$ cat config.mk
export PLATFORM = sky130hd
export DESIGN_NAME = br_pred_gshare
export DESIGN_NICKNAME = d
export VERILOG_FILES = /design/src/rtl/br_pred_gshare_pkg.sv /design/src/rtl/br_pred_ctr_next.sv /design/src/rtl/br_pred_gshare.sv
export SDC_FILE = /design/constraint.sdc
export NUM_CORES = 1
export LEC_CHECK = 0
export CAP_MARGIN = 20
export CORE_ASPECT_RATIO = 1.5
export CORE_UTILIZATION = 57
export DETAILED_ROUTE_END_ITERATION = 10
export PLACE_DENSITY = 0.86
export SYNTH_ARGS = -nofsm -noshare
export SYNTH_HDL_FRONTEND = slang
export SYNTH_SLANG_ARGS = --single-unit
$ cat constraint.sdc
create_clock -name clk -period 7.3 [get_ports clk]
set_clock_uncertainty 0.2 [all_clocks]
set_input_delay 1.46 -clock clk [delete_from_list [all_inputs] [get_ports clk]]
set_output_delay 1.46 -clock clk [all_outputs]
set_load 0.1 [all_outputs]
$ cat src/rtl/br_pred_gshare_pkg.sv
// Shared encodings for the gshare/bimodal branch predictor: counter states,
// resolution codes and branch opcodes.
`default_nettype none

package br_pred_pkg;

  localparam logic [1:0] NT1 = 2'b00;
  localparam logic [1:0] NT2 = 2'b01;
  localparam logic [1:0] T1  = 2'b10;
  localparam logic [1:0] T2  = 2'b11;

  localparam logic [1:0] RES_OK       = 2'b00;
  localparam logic [1:0] RES_WRONG_T  = 2'b01;
  localparam logic [1:0] RES_NOBR     = 2'b10;
  localparam logic [1:0] RES_WRONG_NT = 2'b11;

  localparam logic [5:0] OP_BEQ = 6'h4;
  localparam logic [5:0] OP_BNE = 6'h5;

  function automatic logic is_branch_op(input logic [5:0] op);
    return (op == OP_BEQ) || (op == OP_BNE);
  endfunction

endpackage

`default_nettype wire

$ cat src/rtl/br_pred_ctr_next.sv
// Next state of one two-bit hysteresis counter given a resolution result.
`default_nettype none

module br_pred_ctr_next
  import br_pred_pkg::*;
(
  input  logic [1:0] state,
  input  logic [1:0] result,
  output logic [1:0] next_state
);

  logic wrong;
  logic right;

  always_comb begin
    wrong      = (result == RES_WRONG_T) || (result == RES_WRONG_NT);
    right      = (result == RES_OK);
    next_state = state;
    case (state)
      NT1: if (wrong) next_state = NT2;
      NT2: begin
        if (wrong)      next_state = T1;
        else if (right) next_state = NT1;
      end
      T1: begin
        if (wrong)      next_state = NT2;
        else if (right) next_state = T2;
      end
      default: if (wrong) next_state = T1;
    endcase
  end

endmodule

`default_nettype wire

$ cat src/rtl/br_pred_gshare.sv
// Two-bit counter branch predictor with bimodal or gshare indexing, a
// speculative global history register with mispredict repair, and statistics.
`default_nettype none

module br_pred_gshare
  import br_pred_pkg::*;
#(
  parameter int INDEX_W = 4,
  parameter int GHR_W   = 4,
  parameter int MODE    = 1,
  parameter int CNT_W   = 16
) (
  input  logic               clk,
  input  logic               rst,
  input  logic               stall,
  input  logic [INDEX_W-1:0] if_pc_idx,
  input  logic [5:0]         if_opcode,
  output logic               pred_taken,
  output logic [INDEX_W-1:0] pred_idx,
  output logic [GHR_W-1:0]   pred_ghr,
  input  logic [INDEX_W-1:0] upd_idx,
  input  logic [GHR_W-1:0]   upd_ghr,
  input  logic [1:0]         upd_result,
  output logic [CNT_W-1:0]   branch_cnt,
  output logic [CNT_W-1:0]   mispred_cnt
);

  generate
    if (GHR_W < 1 || GHR_W > INDEX_W) begin : g_ghr_w_check
      $error("br_pred_gshare: GHR_W must lie in 1..INDEX_W");
    end
  endgenerate

  logic [1:0]         ctr_table [2**INDEX_W];
  logic [GHR_W-1:0]   ghr;
  logic [INDEX_W-1:0] ghr_ext;
  logic [INDEX_W-1:0] idx;
  logic [1:0]         upd_next;
  logic [1:0]         lookup_state;
  logic               is_branch;
  logic               upd_valid;
  logic               upd_wrong;

  // Shift one outcome into a history; with GHR_W=1 the new bit is the whole register.
  function automatic logic [GHR_W-1:0] shift_in(input logic [GHR_W-1:0] hist,
                                                 input logic bit_in);
    logic [GHR_W-1:0] res;
    res    = hist << 1;
    res[0] = bit_in;
    return res;
  endfunction

  br_pred_ctr_next u_upd_next (
    .state      (ctr_table[upd_idx]),
    .result     (upd_result),
    .next_state (upd_next)
  );

  always_comb begin
    ghr_ext              = '0;
    ghr_ext[GHR_W-1:0]   = ghr;
    idx                  = (MODE == 0) ? if_pc_idx : (if_pc_idx ^ ghr_ext);
    is_branch            = is_branch_op(if_opcode);
    upd_valid            = (upd_result != RES_NOBR);
    upd_wrong            = (upd_result == RES_WRONG_T) || (upd_result == RES_WRONG_NT);
    // Forward the in-flight update so a lookup never sees a stale entry.
    lookup_state         = (upd_valid && (upd_idx == idx)) ? upd_next : ctr_table[idx];
    pred_taken           = is_branch & lookup_state[1];
    pred_idx             = idx;
    pred_ghr             = ghr;
  end

  always_ff @(posedge clk) begin
    if (rst) begin
      ctr_table   <= '{default: NT1};
      ghr         <= '0;
      branch_cnt  <= '0;
      mispred_cnt <= '0;
    end else if (!stall) begin
      if (upd_valid) begin
        ctr_table[upd_idx] <= upd_next;
        if (branch_cnt != '1) branch_cnt <= branch_cnt + CNT_W'(1);
      end
      if (upd_wrong && (mispred_cnt != '1)) mispred_cnt <= mispred_cnt + CNT_W'(1);

      // Repair outranks the speculative shift: the IF instruction gets flushed.
      if (upd_result == RES_WRONG_T)       ghr <= shift_in(upd_ghr, 1'b0);
      else if (upd_result == RES_WRONG_NT) ghr <= shift_in(upd_ghr, 1'b1);
      else if (is_branch)                  ghr <= shift_in(ghr, pred_taken);
    end
  end

endmodule

`default_nettype wire

==> impl_results.md, run 1 <==
* Vias in the first global route at 3047
* Achievable frequency at 166 MHz
* Worst vdd ir at 0.129 mV
* Syn_nets at 431
* Setup TNS at 0 ps
* Cts bufs inserted at 9
* Vias per Instance at 6.05
* Placement Setup Slack at 1310 ps
* Yosys reg bits at 68
* Synth area leaders: dfxtp_1 38%, mux2i_1 6.7%, nor2_1 5.5%
* Wirelength per Cell at 16.2 um
* Finish-stage setup viols at 0
* P_sw at 0.240 mW
* Endpoint of the worst hold path: ctr_table[0]
* CTS H-tree lvls at 3
* Sequential share of power at 0.478
* Clock latency at the later pin of the worst-skew pair at 350 ps
* Row count at 35
* Gate power share at 0.168
* WHS Path Cells at 2
* Cell taking the most area after synthesis: dfxtp_1
* RSZ-0062 raised after global routing: false
* Worst hold path class: flop to flop
* Initial DRC Count at 198
* Routed WL at 8770 um
* Top_reg_cell synth: dfxtp_1
* Final period utilization at 0.825
* I/O pin total at 64
* Most common cell in the netlist: dfxtp_1
* Global-route wire length before repair at 14500 um
* Worst Setup End Kind: primary output
* Critical path required time at 5640 ps
* PortBufs at 61
* CP max FO at 17
* Sequential area share after synthesis at 0.379
* First-pass DRT Iterations at 5
* Leak pwr at 1.62 nW
* FF-to-FF End: pred_ghr[0]
* Hold buffer count at CTS at 0
* Arr. time, crit path at 4360 ps
* Post-synth EDFFs at 0
* Via count at 3266
* Cts repair resizes at 0
* Die W at 66.8 um
* Async S/R FF share, synth at 0
* Area after DPL at 4210 um^2
* Clk slew on worst S/H paths at 70 ps
* Die Ht at 99.2 um
* Max transition margin at 0.337
* Cell Area, Synth at 3590 um^2
* Core area at 6130 um^2
* Die area at 6630 um^2
* Library cells used by synthesis at 48
* Reg2Reg Depth at 6
* Hold wc startpoint: ctr_table[0]
* Pwr dens at 182 nW/um^2
* GPL Wtd Cong at 0.864
* Count of pins over their slew limit at 0
* YS warnings at 0
* Final worst slack at 1280 ps
* Initial antenna violation count at 0
* Largest net degree at the start of global routing at 71
* Internal power at 0.559 mW
* Power share of the clock group at 0.353
* Post-DP HPWL at 5930 um
* Post-synth top area share at 0.379
* Syn avg cell area at 8.85 um^2
* FF-to-FF setup slack at 4720 ps
* Post-CTS setup buffers at 0
* DRC at 0
* Root buf cell: clkbuf_8
* FF-to-FF Start: pred_ghr[0]
* Detail Route Antenna Nets at 0
* Endpoints failing hold at 0
* Clock sink count at 68
* Setup crit start kind: primary input
* Layout cells sized above 1 at 0.0730
* Top cells by count, synth: 68 x dfxtp_1, 53 x nor2_1, 31 x nand2_1
* Synth Instances at 406
* NumNets Final at 487
* Initial Util at 0.586
* Run status: finished, final reports clean
* GRT Total Usage at 0.284
* GRT overflow at 0
* Max-cap violations at 0
* Least-Margin Pin Slew at 991 ps
* Fillers at 473
* Tmin final at 6020 ps
* Sw Ratio at 0.300
* CTS tree: yes
* Diode count at 0
* Area Overhead vs Synth at 22.2%
* Max Buffers Root-to-Sink at 2
* WS Path Type: primary input to primary output
* Fin area at 4390 um^2
==> per-stage QoR <==
stage	total power, mW	std cells	util	hold slack, ps
after global routing	0.823	540	0.716	302
after floorplan	0.487	406	-	245
after CTS	0.800	540	0.716	284
after global placement	0.520	525	0.687	264
after detailed placement	0.522	525	0.687	270
final	0.799	540	0.716	281
==> critical path: stages <==
cell and delay (ps):
clkdlybuf4s50_1 910, mux2_2 400, mux4_2 510, nand3_2 150, nand4_4 280, a311o_1 400, buf_4 250
==> flip-flops by register name, summed over array words and instances, names as in the netlist <==
register,cells
mispred_cnt,16
branch_cnt,16
pred_ghr,4
ctr_table,32
==> cell usage in the layout, fill, tap and decap left out, types with 6 or more instances in the layout <==
cell type        count
dfxtp_1             68
xor2_1              20
o21ai_1             13
nor2_1              53
nand2_1             31
mux2i_1             24
clkbuf_8            11
nand3_1             18
a21oi_1             17
clkdlybuf4s50_1     59
nor3_1              17
nand3b_1            13
nor2b_1             12
nand4_1              9
o21ai_0              8
nand2b_1             8
mux2_1               6
==> worst max path at each step <==
stage | from | endpoint | slack [ps]
finish | upd_idx[0] | pred_taken | 1280
global route | upd_idx[0] | pred_taken | 1210
CTS | upd_idx[0] | pred_taken | 1290
detailed placement | upd_idx[0] | pred_taken | 1310
global placement | upd_idx[0] | pred_taken | 1320
floorplan | if_pc_idx[2] | pred_taken | 1150
==> cells by family after synthesis <==
family	count (synthesis)	synth area share
buffers and inverters	23	0.0306
adders and majority gates	2	0.00697
AOI/OAI and AO/OA	58	0.101
xor gates and xnor gates	29	0.0843
DFF	68	0.379
and+or+nand+nor	187	0.270
muxes	39	0.127
==> power by group through the flow <==
stage	logic [mW]	registers (mW)	clock network (mW)
after global routing	0.141	0.383	0.299
after detailed placement	0.131	0.390	0
after CTS	0.133	0.382	0.285
after floorplan	0.0758	0.411	0
after global placement	0.130	0.390	0
final	0.135	0.382	0.282
==> area by class of cell <==
class	count	area (um^2)	share of cell area
multi-input combinational	315	2120	0.483
sequential	68	1360	0.310
timing repair buffer	63	618	0.141
clock buffer	11	151	0.0345
tap	74	92.6	0.0211
clock inverter	4	25.0	0.00570
inverter	5	18.8	0.00428
==> routing by layer <==
layer / routed length (um) / vias up / GRT usage
met4: 290 / 0 / 0.137
met5: 0 / - / 0
li1: - / 1560 / -
met2: 4470 / 128 / 0.478
met3: 521 / 34 / 0.0631
met1: 3490 / 1544 / 0.332
(Power assumes the default switching activity.)
==> inputs of run 2 (changes only) <==
--- a/config.mk
+++ b/config.mk
@@ -7,9 +7,9 @@
 export LEC_CHECK = 0
 export CAP_MARGIN = 20
 export CORE_ASPECT_RATIO = 1.5
-export CORE_UTILIZATION = 57
+export CORE_UTILIZATION = 48
 export DETAILED_ROUTE_END_ITERATION = 10
-export PLACE_DENSITY = 0.86
+export PLACE_DENSITY = 0.77
 export SYNTH_ARGS = -nofsm -noshare
 export SYNTH_HDL_FRONTEND = slang
 export SYNTH_SLANG_ARGS = --single-unit
==> constraint.sdc (replaced) <==
create_clock -name clk -period 5.4 [get_ports clk]
set_clock_uncertainty 0.2 [all_clocks]
set_input_delay 1.08 -clock clk [delete_from_list [all_inputs] [get_ports clk]]
set_output_delay 1.08 -clock clk [all_outputs]
set_load 0.1 [all_outputs]
==> impl_results.md, run 2 (same netlist as run 1, synthesis figures left out) <==
* Max transition margin at 0.292 (-0.0456)
* RSZ-0062 raised after global routing: false
* DRC at 0 (unchanged)
* Leading cell types in the layout, fill and taps excluded: 68 x dfxtp_1, 55 x clkdlybuf4s50_1, 53 x nor2_1, 31 x nand2_1, 24 x mux2i_1
* Commonest non-fill, non-tap cell in the layout: dfxtp_1
* Max Buffers Root-to-Sink at 2 (unchanged)
* GPL Wtd Cong at 0.842 (-2.6%)
* Least-Margin Pin Slew at 1060 ps (+69.1 ps)
* Initial Util at 0.497 (-0.0889)
* Final period utilization at 0.907
* Achievable frequency at 204 MHz
* Critical path required time at 4120 ps (-1520 ps)
* NumNets Final at 491 (+0.82%)
* Area Overhead vs Synth at 25.6%
* Core area at 7230 um^2 (+18%)
* I/O pin total at 64 (unchanged)
* Worst vdd ir at 0.257 mV (+99%)
* Reg2Reg Depth at 6 (unchanged)
* Post-route core utilization at 0.624 (-0.0914)
* Vias per Instance at 5.48 (-9.4%)
* Wirelength per Cell at 15.2 um (-6.2%)
* Cts repair resizes at 0 (unchanged)
* Clock latency at the later pin of the worst-skew pair at 350 ps (about the same)
* Clock sink count at 68 (unchanged)
* Routed WL at 8700 um (-0.83%)
* Tmin final at 4900 ps
* Initial antenna violation count at 0 (unchanged)
* Arr. time, crit path at 3620 ps (-740 ps)
* WS Path Type: primary input to primary output
* Layout cells sized above 1 at 0.0913 (+0.0183)
* Max-cap violations at 0 (unchanged)
* Largest net degree at the start of global routing at 71 (unchanged)
* GRT overflow at 0 (unchanged)
* Row count at 38 (+8.6%)
* Detail Route Antenna Nets at 0 (unchanged)
* Die Ht at 108 um (+8.8%)
* GRT Total Usage at 0.237 (-0.0466)
* Diode count at 0 (unchanged)
* Register area at 1360 um^2 (unchanged)
* Post-CTS setup buffers at 0 (unchanged)
* Largest register FFs at 32 (unchanged)
* Area of the multi-input gates at 2120 um^2 (unchanged)
* Pwr dens at 263 nW/um^2 (+44%)
* Global-route wire length before repair at 14300 um (-1.4%)
* CP max FO at 11 (-6)
* WHS Path Cells at 2 (unchanged)
* Largest register by flop count: ctr_table
* CTS H-tree lvls at 3 (unchanged)
* Worst Setup End Kind: primary output
* Die area at 7840 um^2 (+18%)
* Cts bufs inserted at 9 (unchanged)
* Root buf cell: clkbuf_8
* Vias in the first global route at 3015 (-1.1%)
* Hold buffer count at CTS at 0 (unchanged)
* Via count at 3129 (-4.2%)
* Endpoints failing hold at 0 (unchanged)
* Setup TNS at 0 ps (unchanged)
* Post-DP HPWL at 6070 um (+2.2%)
* Leak pwr at 1.68 nW (+3.8%)
* Setup crit start kind: primary input
* Clk slew on worst S/H paths at 70 ps (about the same)
* Worst hold path class: flop to flop
* Run status: finished, final reports clean
* Initial DRC Count at 211 (+6.6%)
* Finish-stage setup viols at 0 (unchanged)
* First-pass DRT Iterations at 6 (+1)
* PortBufs at 61 (unchanged)
* Count of pins over their slew limit at 0 (unchanged)
* Die W at 72.6 um (+8.7%)
* Biggest regs: ctr_table x32, branch_cnt x16, mispred_cnt x16
* CTS tree: yes
* Fillers at 674 (+42%)
[run 2: cell types whose count changed in the layout (fill, tap and decap cells not counted)]
cell and delta:
clkinvlp_4 -2, bufinv_16 +2, buf_4 +7, buf_12 +1, clkdlybuf4s50_1 -4, clkbuf_8 +1
[run 2: path summary, 6_finish.rpt]
path / to / slack (ps) / startpoint
worst max register to register: pred_ghr[0] / 2880 / pred_ghr[0]
worst min register to register: ctr_table[24] / 280 / ctr_table[24]
worst min-delay path: ctr_table[24] / 280 / ctr_table[24]
worst max-delay path: pred_taken / 500 / upd_idx[0]
[run 2: routing by layer]
layer / share of wire / vias to the layer above / global-route usage
met1: 0.44 / 1450 / 0.279
met2: 0.49 / 82 / 0.405
met3: 0.040 / 24 / 0.0429
met4: 0.035 / 0 / 0.127
met5: 0 / - / 0
li1: - / 1573 / -
[run 2: where the power goes]
part	switching (mW)	leakage [nW]	internal [mW]
clock	0.190	0.122	0.296
sequential	0.00789	0.549	0.509
combinational	0.121	1.01	0.0609
[run 2: critical path, cell delays in order]
cell	delay [ps]
clkdlybuf4s50_1	840
mux2_2	410
mux4_2	500
nand3_2	150
nand4_4	80
a311o_1	340
buf_12	190
[run 2: final cells by class]
class / instances / share of cell area
Multi-Input combinational cell: 315 / 0.470
Sequential cell: 68 / 0.302
Timing Repair Buffer: 67 / 0.144
Clock buffer: 12 / 0.0366
Tap cell: 100 / 0.0277
Clock inverter: 4 / 0.0155
Inverter: 5 / 0.00416
[run 2: per-stage QoR]
step	std cells	hold WS [ps]	area, um^2	setup WS, ps	total power, mW
floorplan	406	245	3590	6.29	0.659
global placement	555	262	4280	548	0.706
detailed placement	555	274	4280	524	0.709
CTS	571	287	4510	500	1.20
global route	571	300	4510	443	1.23
finish	571	284	4510	504	1.18
==> inputs of run 3 (changes only) <==
--- a/config.mk
+++ b/config.mk
@@ -13,3 +13,4 @@
 export SYNTH_ARGS = -nofsm -noshare
 export SYNTH_HDL_FRONTEND = slang
 export SYNTH_SLANG_ARGS = --single-unit
+export TNS_END_PERCENT = 100
==> results of run 3 <==
Final layout, timing and power as in run 2 (identical DEF).
